## src/rtl/hdmi_packet_pkg.sv

```systemverilog
// Shared constants and types for the HDMI data-island packet scheduler.
package hdmi_packet_pkg;

  localparam logic [7:0] PKT_NULL = 8'h00;
  localparam logic [7:0] PKT_ACR  = 8'h01;
  localparam logic [7:0] PKT_ASP  = 8'h02;
  localparam logic [7:0] PKT_AVI  = 8'h82;
  localparam logic [7:0] PKT_SPD  = 8'h83;
  localparam logic [7:0] PKT_AIF  = 8'h84;

  localparam int FRAMES_PER_BLOCK = 192;

  typedef enum logic {
    LAYOUT_2CH = 1'b0,
    LAYOUT_8CH = 1'b1
  } asp_layout_e;

  typedef logic [23:0] sample24_t;

  // IEC 60958 frame index advance, wrapping at the block boundary
  function automatic logic [7:0] frame_add(logic [7:0] fc, logic [2:0] n);
    logic [8:0] sum;
    sum = {1'b0, fc} + {6'd0, n};
    return (sum >= 9'(FRAMES_PER_BLOCK)) ? 8'(sum - 9'(FRAMES_PER_BLOCK)) : sum[7:0];
  endfunction

endpackage

```

## src/rtl/audio_sample_fifo.sv

```systemverilog
// Audio sample FIFO: one entry per multi-channel sample, up to four pops per cycle.
module audio_sample_fifo #(
  parameter int WIDTH = 48,
  parameter int DEPTH = 8
) (
  input  logic                        clk_pixel,
  input  logic                        reset,
  input  logic                        push,
  input  logic [WIDTH-1:0]            wr_data,
  input  logic [2:0]                  pop_count,
  output logic [3:0][WIDTH-1:0]       rd_data,
  output logic                        full,
  output logic [$clog2(DEPTH):0]      occupancy
);

  localparam int AW = $clog2(DEPTH);
  localparam int OW = AW + 1;

  logic [WIDTH-1:0] mem [DEPTH];
  logic [AW-1:0]    wr_ptr;
  logic [AW-1:0]    rd_ptr;
  logic             do_push;

  // full is taken from the pre-edge occupancy, so a same-cycle pop never admits a push
  assign full    = (occupancy == OW'(DEPTH));
  assign do_push = push && !full;

  always_ff @(posedge clk_pixel) begin
    if (reset) begin
      wr_ptr    <= '0;
      rd_ptr    <= '0;
      occupancy <= '0;
    end else begin
      if (do_push) wr_ptr <= wr_ptr + 1'b1;
      rd_ptr    <= rd_ptr + AW'(pop_count);
      occupancy <= occupancy + OW'(do_push) - OW'(pop_count);
    end
  end

  always_ff @(posedge clk_pixel) begin
    if (do_push && !reset) mem[wr_ptr] <= wr_data;
  end

  always_comb begin
    for (int k = 0; k < 4; k++) rd_data[k] = mem[rd_ptr + AW'(k)];
  end

endmodule

```

## src/rtl/hdmi_packet_scheduler.sv

```systemverilog
// Data-island packet arbiter: ACR, audio samples, per-field InfoFrames, Null.
module hdmi_packet_scheduler
  import hdmi_packet_pkg::*;
#(
  parameter int AUDIO_BIT_WIDTH  = 16,
  parameter int AUDIO_CHANNELS   = 2,
  parameter int FIFO_DEPTH       = 8,
  parameter int INFOFRAME_PERIOD = 1
) (
  input  logic                                      clk_pixel,
  input  logic                                      reset,
  input  logic                                      video_field_end,
  input  logic                                      packet_enable,
  input  logic [4:0]                                packet_pixel_counter,
  input  logic                                      acr_request,
  input  logic                                      sample_valid,
  output logic                                      sample_ready,
  input  logic [AUDIO_CHANNELS*AUDIO_BIT_WIDTH-1:0] sample_data,
  output logic [7:0]                                packet_type,
  output logic [191:0]                              asp_words,
  output logic [3:0]                                asp_present,
  output logic                                      asp_layout,
  output logic [7:0]                                frame_counter,
  output logic                                      overflow
);

  localparam int W   = AUDIO_CHANNELS * 24;
  localparam int PAD = 24 - AUDIO_BIT_WIDTH;
  localparam int OW  = $clog2(FIFO_DEPTH) + 1;
  localparam asp_layout_e LAYOUT = (AUDIO_CHANNELS == 8) ? LAYOUT_8CH : LAYOUT_2CH;

  if (!(AUDIO_CHANNELS == 2 || AUDIO_CHANNELS == 8) || AUDIO_BIT_WIDTH < 16 ||
      AUDIO_BIT_WIDTH > 24 || INFOFRAME_PERIOD < 1 || INFOFRAME_PERIOD > 2) begin : g_bad_param
    $error("hdmi_packet_scheduler: unsupported parameter combination");
  end

  logic [W-1:0]        wr_data;
  logic [3:0][W-1:0]   rd_data;
  logic [2:0]          pop_count;
  logic                fifo_full;
  logic                fifo_empty;
  logic [OW-1:0]       occupancy;
  logic [2:0]          avail_n;
  logic [191:0]        asp_next;
  logic [3:0]          present_next;
  logic [7:0]          type_next;
  logic [2:0]          mark_sent;
  logic [2:0]          if_sent;
  logic [1:0]          field_cnt;
  logic [2:0]          asp_count;
  logic                acr_pending;
  logic                field_wrap;

  for (genvar c = 0; c < AUDIO_CHANNELS; c++) begin : g_pack
    assign wr_data[c*24 +: 24] =
      sample24_t'(sample_data[c*AUDIO_BIT_WIDTH +: AUDIO_BIT_WIDTH]) << PAD;
  end

  audio_sample_fifo #(.WIDTH(W), .DEPTH(FIFO_DEPTH)) u_fifo (
    .clk_pixel (clk_pixel),
    .reset     (reset),
    .push      (sample_valid),
    .wr_data   (wr_data),
    .pop_count (pop_count),
    .rd_data   (rd_data),
    .full      (fifo_full),
    .occupancy (occupancy)
  );

  assign fifo_empty   = (occupancy == '0);
  assign sample_ready = !fifo_full;
  assign asp_layout   = LAYOUT;

  // Layout 0 packs up to four 2-channel samples; layout 1 spreads one 8-channel sample
  if (AUDIO_CHANNELS == 2) begin : g_layout0
    assign avail_n = (occupancy >= OW'(4)) ? 3'd4 : 3'(occupancy);
    for (genvar k = 0; k < 4; k++) begin : g_sub
      assign asp_next[k*48 +: 48] = (3'(k) < avail_n) ? rd_data[k] : '0;
    end
    assign present_next = 4'((5'd1 << avail_n) - 5'd1);
  end else begin : g_layout1
    assign avail_n      = fifo_empty ? 3'd0 : 3'd1;
    assign asp_next     = rd_data[0];
    assign present_next = 4'b1111;
  end

  always_comb begin
    type_next = PKT_NULL;
    mark_sent = '0;
    if (acr_pending)      type_next = PKT_ACR;
    else if (!fifo_empty) type_next = PKT_ASP;
    else if (!if_sent[0]) begin type_next = PKT_AIF; mark_sent = 3'b001; end
    else if (!if_sent[1]) begin type_next = PKT_AVI; mark_sent = 3'b010; end
    else if (!if_sent[2]) begin type_next = PKT_SPD; mark_sent = 3'b100; end
    pop_count = (packet_enable && type_next == PKT_ASP) ? avail_n : 3'd0;
  end

  assign field_wrap = video_field_end && (field_cnt == 2'(INFOFRAME_PERIOD - 1));

  always_ff @(posedge clk_pixel) begin
    if (reset) begin
      packet_type   <= PKT_NULL;
      asp_words     <= '0;
      asp_present   <= '0;
      asp_count     <= '0;
      frame_counter <= '0;
      overflow      <= 1'b0;
      acr_pending   <= 1'b0;
      if_sent       <= '0;
      field_cnt     <= '0;
    end else begin
      if (sample_valid && !sample_ready) overflow <= 1'b1;
      // a fresh request wins over the clear from this window's ACR selection
      acr_pending <= acr_request || (acr_pending && !packet_enable);
      if (packet_pixel_counter == 5'd31 && packet_type == PKT_ASP)
        frame_counter <= frame_add(frame_counter, asp_count);
      if (packet_enable) begin
        packet_type <= type_next;
        asp_words   <= (type_next == PKT_ASP) ? asp_next : '0;
        asp_present <= (type_next == PKT_ASP) ? present_next : '0;
        if (type_next == PKT_ASP) asp_count <= avail_n;
      end
      if (field_wrap) begin
        if_sent   <= '0;
        field_cnt <= '0;
      end else begin
        if (packet_enable) if_sent <= if_sent | mark_sent;
        if (video_field_end) field_cnt <= field_cnt + 2'd1;
      end
    end
  end

endmodule

```

## config.mk

```make
export PLATFORM = sky130hd
export DESIGN_NAME = hdmi_packet_scheduler
export DESIGN_NICKNAME = d
export VERILOG_FILES = /design/src/rtl/hdmi_packet_pkg.sv /design/src/rtl/audio_sample_fifo.sv /design/src/rtl/hdmi_packet_scheduler.sv
export SDC_FILE = /design/constraint.sdc
export NUM_CORES = 1
export LEC_CHECK = 0
export ABC_AREA = 1
export CAP_MARGIN = 0
export CORE_UTILIZATION = 46
export CTS_BUF_LIST = sky130_fd_sc_hd__clkbuf_8
export DETAILED_ROUTE_END_ITERATION = 8
export PLACE_DENSITY_LB_ADDON = 0.2
export SETUP_SLACK_MARGIN = 0.1
export SYNTH_ARGS = -nofsm -noshare
export SYNTH_HDL_FRONTEND = slang
export SYNTH_SLANG_ARGS = --single-unit
```

## constraint.sdc

```tcl
create_clock -name clk_pixel -period 5.8 [get_ports clk_pixel]
set_clock_uncertainty 0.05 [all_clocks]
set_input_delay 1.16 -clock clk_pixel [delete_from_list [all_inputs] [get_ports clk_pixel]]
set_output_delay 1.16 -clock clk_pixel [all_outputs]
set_load 0.1 [all_outputs]
```

After elaboration in Yosys (flattened, before gate mapping)
Memories as Yosys holds them, arrays and structs flattened. A register that Yosys moved wholly into a read port is not among the register bits. Index checks and enable logic that the tools add are counted.

Add/sub/neg operators: 11. Magnitude comparators: 6. Equality and inequality tests: 4. Shift operators: 1. Muxes and demuxes: 22. Bitwise gates (word level): 1. Reductions and logical operators: 15.

Operators by type and width (number): $mux 192 (1); $mux 48 (4); $mux 8 (6); $mux 3 (8); $eq 8x2->1 const B (2); $add 8x3->9 (1); $ge 9x8->1 const B (1); $sub 8x8->8 const B (1); $logic_and 1x1->1 (7); $add 3x1->3 const B (2); $add 3x2->3 const B (2); $lt 1x3->1 const A (2); $lt 2x3->1 const A (2); $eq 5x5->1 const B (1); $add 4x1->4 (1); $eq 4x4->1 const B (1); $ge 4x3->1 const B (1); $logic_not 4->1 (1); $mux 4 (1); $shl 1x3->4 const A (1); $sub 4x1->4 const B (1); $sub 4x3->4 (1); $add 3x3->3 (1); $logic_not 1->1 (3); other kinds (7) (8).

Register bits: 232. Bits in writable memories: 256. Bits of input ports: 43. Output and inout port bits: 215. Memories: 1.

Memories: u_fifo.mem (words 8, width 32, read ports 4, clocked after memory_dff 1, wr ports 1, RTL line audio_sample_fifo.sv:19) `logic [WIDTH-1:0] mem [DEPTH];`.

Longest topological paths before layout
Depth after elaboration: 10. Mapped depth: 20.

Modules after synthesis
A second synthesis with hierarchy kept.

Cells, all modules: 3891. Area, all modules: 30787.0 µm².

By module, submodules not included: audio_sample_fifo (times used 1, cells an instance 2887, area each 22679.3 µm²); hdmi_packet_scheduler (times used 1, cells an instance 1004, area each 8107.8 µm²).

Worst setup path after synthesis
Ideal clock, no wire load.

Kind: reg-to-reg. Start: register u_fifo.occupancy[2]. End: memory u_fifo.mem[6][0] in the netlist's numbering (enable). Library setup time: 461 ps. Arrival: 3910 ps. Required time: 5289 ps. Path slack: 1379 ps. Stages on the path, launching flop included: 7. Path buffers: 0. Clock period less this slack: 4421 ps. Path through: dfxtp_1 -> inv_1 -> nand3_1 -> nand2_1 -> nor2_1 -> inv_1 -> nor3_1.

Word-level cells in the longest chain between the ends: 6.

Ends and longest elaborated chain: start, declared (RTL line audio_sample_fifo.sv:13) `output logic [$clog2(DEPTH):0] occupancy`; start signal, assigned (RTL line audio_sample_fifo.sv:36) `occupancy <= occupancy + OW'(do_push) - OW'(pop_count);`; $eq 4x4->1 (RTL line audio_sample_fifo.sv:25) `assign full = (occupancy == OW'(DEPTH));`; $logic_not 1->1; via sample_ready (RTL line hdmi_packet_scheduler.sv:17) `output logic sample_ready,`; $logic_and 1x1->1 (RTL line audio_sample_fifo.sv:26) `assign do_push = push && !full;`; $logic_and 1x1->1 (RTL line audio_sample_fifo.sv:41) `if (do_push && !reset) mem[wr_ptr] <= wr_data;`; $mux 1 (RTL line audio_sample_fifo.sv:41); $mux 1 (implied by the code) (RTL line audio_sample_fifo.sv:41); end, declared (RTL line audio_sample_fifo.sv:19).

The timed path passes the listed nets, and every way through them passes these cells.

Final worst setup path
Start: input packet_enable. End: register u_fifo.occupancy[3].

Word-level cells in the longest chain between the ends: 3.

Ends and longest elaborated chain: start, declared (RTL line hdmi_packet_scheduler.sv:13) `input logic packet_enable,`; $logic_and 1x1->1 (RTL line hdmi_packet_scheduler.sv:95) `pop_count = (packet_enable && type_next == PKT_ASP) ? avail_n : 3'd0;`; $mux 3 (RTL line hdmi_packet_scheduler.sv:95); $sub 4x3->4 (RTL line audio_sample_fifo.sv:36).

No other way between the ends. A chain may end at the register's enable or synchronous reset.

==> results.sh <==
export IMPL_area_growth_pct=15.6
export IMPL_max_slew_margin_pct=11.1
export IMPL_fmax_mhz=267
export IMPL_cts_resized=0
export IMPL_syn_inst=2481
export IMPL_finalCritPeriodShare_pct=64.5
export IMPL_hold_path_depth=2
export IMPL_outcome="completed"
export IMPL_hold_class="reg2reg"
export IMPL_yosys_register_bits=420
export IMPL_wl_per_cell_um=19.6
export IMPL_first_global_vias=16500
export IMPL_yosys_top_cells_area="edfxtp_1, dfxtp_1, nand2_1"
export IMPL_r2r_cells=7
export IMPL_synth_most_common_cell="nand2_1"
export IMPL_synth_main_ff_cell="edfxtp_1"
export IMPL_synth_area_leader_cell="edfxtp_1"
export IMPL_cts_setup_buffers=0
export IMPL_vias_per_cell=5.62
export IMPL_final_setup_tns_ps=0
export IMPL_worstSetupPathType="in2reg"
export IMPL_ys_warn_count=0
export IMPL_insertion_delay_ps=620
export IMPL_rows=77
export IMPL_clk_pin_slew_ps=60
export IMPL_leakage_nw=8.92
export IMPL_design_die_area_um2=45600
export IMPL_drive_above_1_share_pct=5.32
export IMPL_synth_cell_types=36
export IMPL_crit_required_ps=6300
export IMPL_pre_cts_slack_ps=1410
export IMPL_postCtsHoldBufs=0
export IMPL_maxSlewViolCount=0
export IMPL_grt_overflow=0
export IMPL_dp_final_hpwl_um=38100
export IMPL_finalSetupViolations=0
export IMPL_io_pins=258
export IMPL_worstMarginPinSlew_ps=1330
export IMPL_fin_nets=2652
export IMPL_grt_pass1_wl_um=94500
export IMPL_max_cap_viol_count=0
export IMPL_num_vias=18200
export IMPL_synthArstFlopShare_pct=0
export IMPL_cp_max_fo=60
export IMPL_clockRootBuffer="clkbuf_8"
export IMPL_fp_dieH_um=214
export IMPL_finalCriticalPeriod_ps=3740
export IMPL_avgSynthCellArea_um2=8.30
export IMPL_irDropWorstVdd_v=0.000252
export IMPL_die_w_um=214
export IMPL_initial_utilization_pct=46.6
export IMPL_core_area_um2=44200
export IMPL_rsz0062_at_grt="no"
export IMPL_ctsHtreeMaxLevel=3
export IMPL_ff2ff_setup_slack_ps=2480
export IMPL_synth_top_cell_area_share_pct=37.3
export IMPL_grt_use_total_pct=27.7
export IMPL_drc=0
export IMPL_synth_common_cells="nand2_1, o21ai_0, edfxtp_1, nor2_1, a21oi_1"
export IMPL_fin_ws_ps=2060
export IMPL_worstSetupEndpointType="register"
export IMPL_p_per_area_nw_per_um2=418
export IMPL_grt_max_degree=289
export IMPL_start_kind="primary input"
export IMPL_antenna_found_initial=6
export IMPL_hold_viol_final=0
export IMPL_ant_nets=0
export IMPL_dr_pass1_iters=6
export IMPL_arrival_ps=4240
export IMPL_numCtsBuffers=70
export IMPL_place_congestion=0.864
export IMPL_clockBufferDepth=3
export IMPL_synth_seq_area_share_pct=53.3
export IMPL_cts_tree="yes"
export IMPL_clkSinkCount=420
export IMPL_drtIter0Drc=1968
export IMPL_wirelength_um=63500
export IMPL_synth_edff_count=256
export IMPL_portBuffers=188
export IMPL_syn_area_um2=20600
critical path: stages:
cell and delay [ps]:
clkdlybuf4s50_1 500, inv_4 200, nor2_1 300, inv_1 110
nor2_2 410, inv_1 130, nor2_2 120, inv_1 90
ha_1 280, ha_1 340, nand2_1 80, nor2_1 40
a211oi_1 220, o21ai_0 120, a21oi_1 130
layout by cell type (no fill, tap or decap), drive strengths merged, types with 4 or more instances in the layout:
| master | netlist | layout |
|---|---|---|
| inv | 168 | 199 |
| nor2 | 221 | 221 |
| dfxtp | 164 | 164 |
| clkinvlp | 0 | 4 |
| a21oi | 176 | 176 |
| nand3 | 28 | 28 |
| nand4 | 4 | 4 |
| clkdlybuf4s50 | 0 | 187 |
| conb | 2 | 71 |
| o22ai | 139 | 139 |
| buf | 124 | 21 |
| clkbuf | 114 | 81 |
| nor3 | 33 | 33 |
| edfxtp | 256 | 256 |
| ha | 14 | 14 |
| nand2 | 607 | 607 |
| o21ai | 410 | 410 |
| clkinv | 1 | 12 |
metrics by stage:
stage	total power [mW]	area (µm²)	hold slack (ps)	util [%]	cells
floorplan	6.41	20900	389	-	2550
global placement	7.40	22500	396	50.8	3112
detailed placement	7.44	22500	400	50.8	3112
CTS	9.92	23800	408	53.8	3240
global route	10.4	23800	427	53.8	3241
finish	9.95	23800	405	53.8	3241
logic make-up (layout without fill, tap and decap cells):
| logic type | after synthesis | after routing | share of synthesized area (%) |
|---|---|---|---|
| AO/OA/AOI/OAI | 734 | 734 | 18.8 |
| XOR/XNOR | 6 | 6 | 0.255 |
| adder cells (fa/ha/maj) | 17 | 17 | 1.14 |
| buffers and inverters | 407 | 505 | 9.57 |
| flip-flops | 420 | 420 | 53.3 |
| other | 2 | 72 | 0.0365 |
| AND/OR/NAND/NOR | 895 | 895 | 16.9 |
registers in the layout, indices dropped and copies added (netlist names):
register	cells
acr_pending	1
asp_count	3
asp_present	4
asp_words	128
field_cnt	2
frame_counter	8
if_sent	3
overflow	1
packet_type	4
u_fifo.mem	256
u_fifo.occupancy	4
u_fifo.rd_ptr	3
u_fifo.wr_ptr	3
cell type report:
type,instances,area (µm²)
fillers,4029,20400
flip-flops and latches,420,11000
multi-input cells,1723,8020
repair buffers,208,2090
clock buffers,81,1110
well taps,592,741
inverters,169,639
clock inverters,47,223
diodes,1,2.50
worst paths after layout:
kind | start | to
worst max-delay path | packet_enable | u_fifo.occupancy[3]
worst min-delay path | overflow | overflow
worst max register to register | u_fifo.rd_ptr[1] | asp_words[176]
worst min register to register | overflow | overflow
power breakdown:
part | switching, mW | total (mW) | internal, mW
Combinational | 3.01 | 3.89 | 0.885
Sequential | 0.162 | 3.56 | 3.40
Clock | 1.18 | 2.50 | 1.32
metal layers:
metal / vias up / wire length (µm) / track usage [%]
met5: - / 43 / 0
met4: 6 / 2160 / 12.5
met3: 181 / 7390 / 7.15
met2: 1016 / 27200 / 41.4
met1: 8499 / 26700 / 37.8
li1: 8518 / - / -
(Power assumes the default switching activity.)
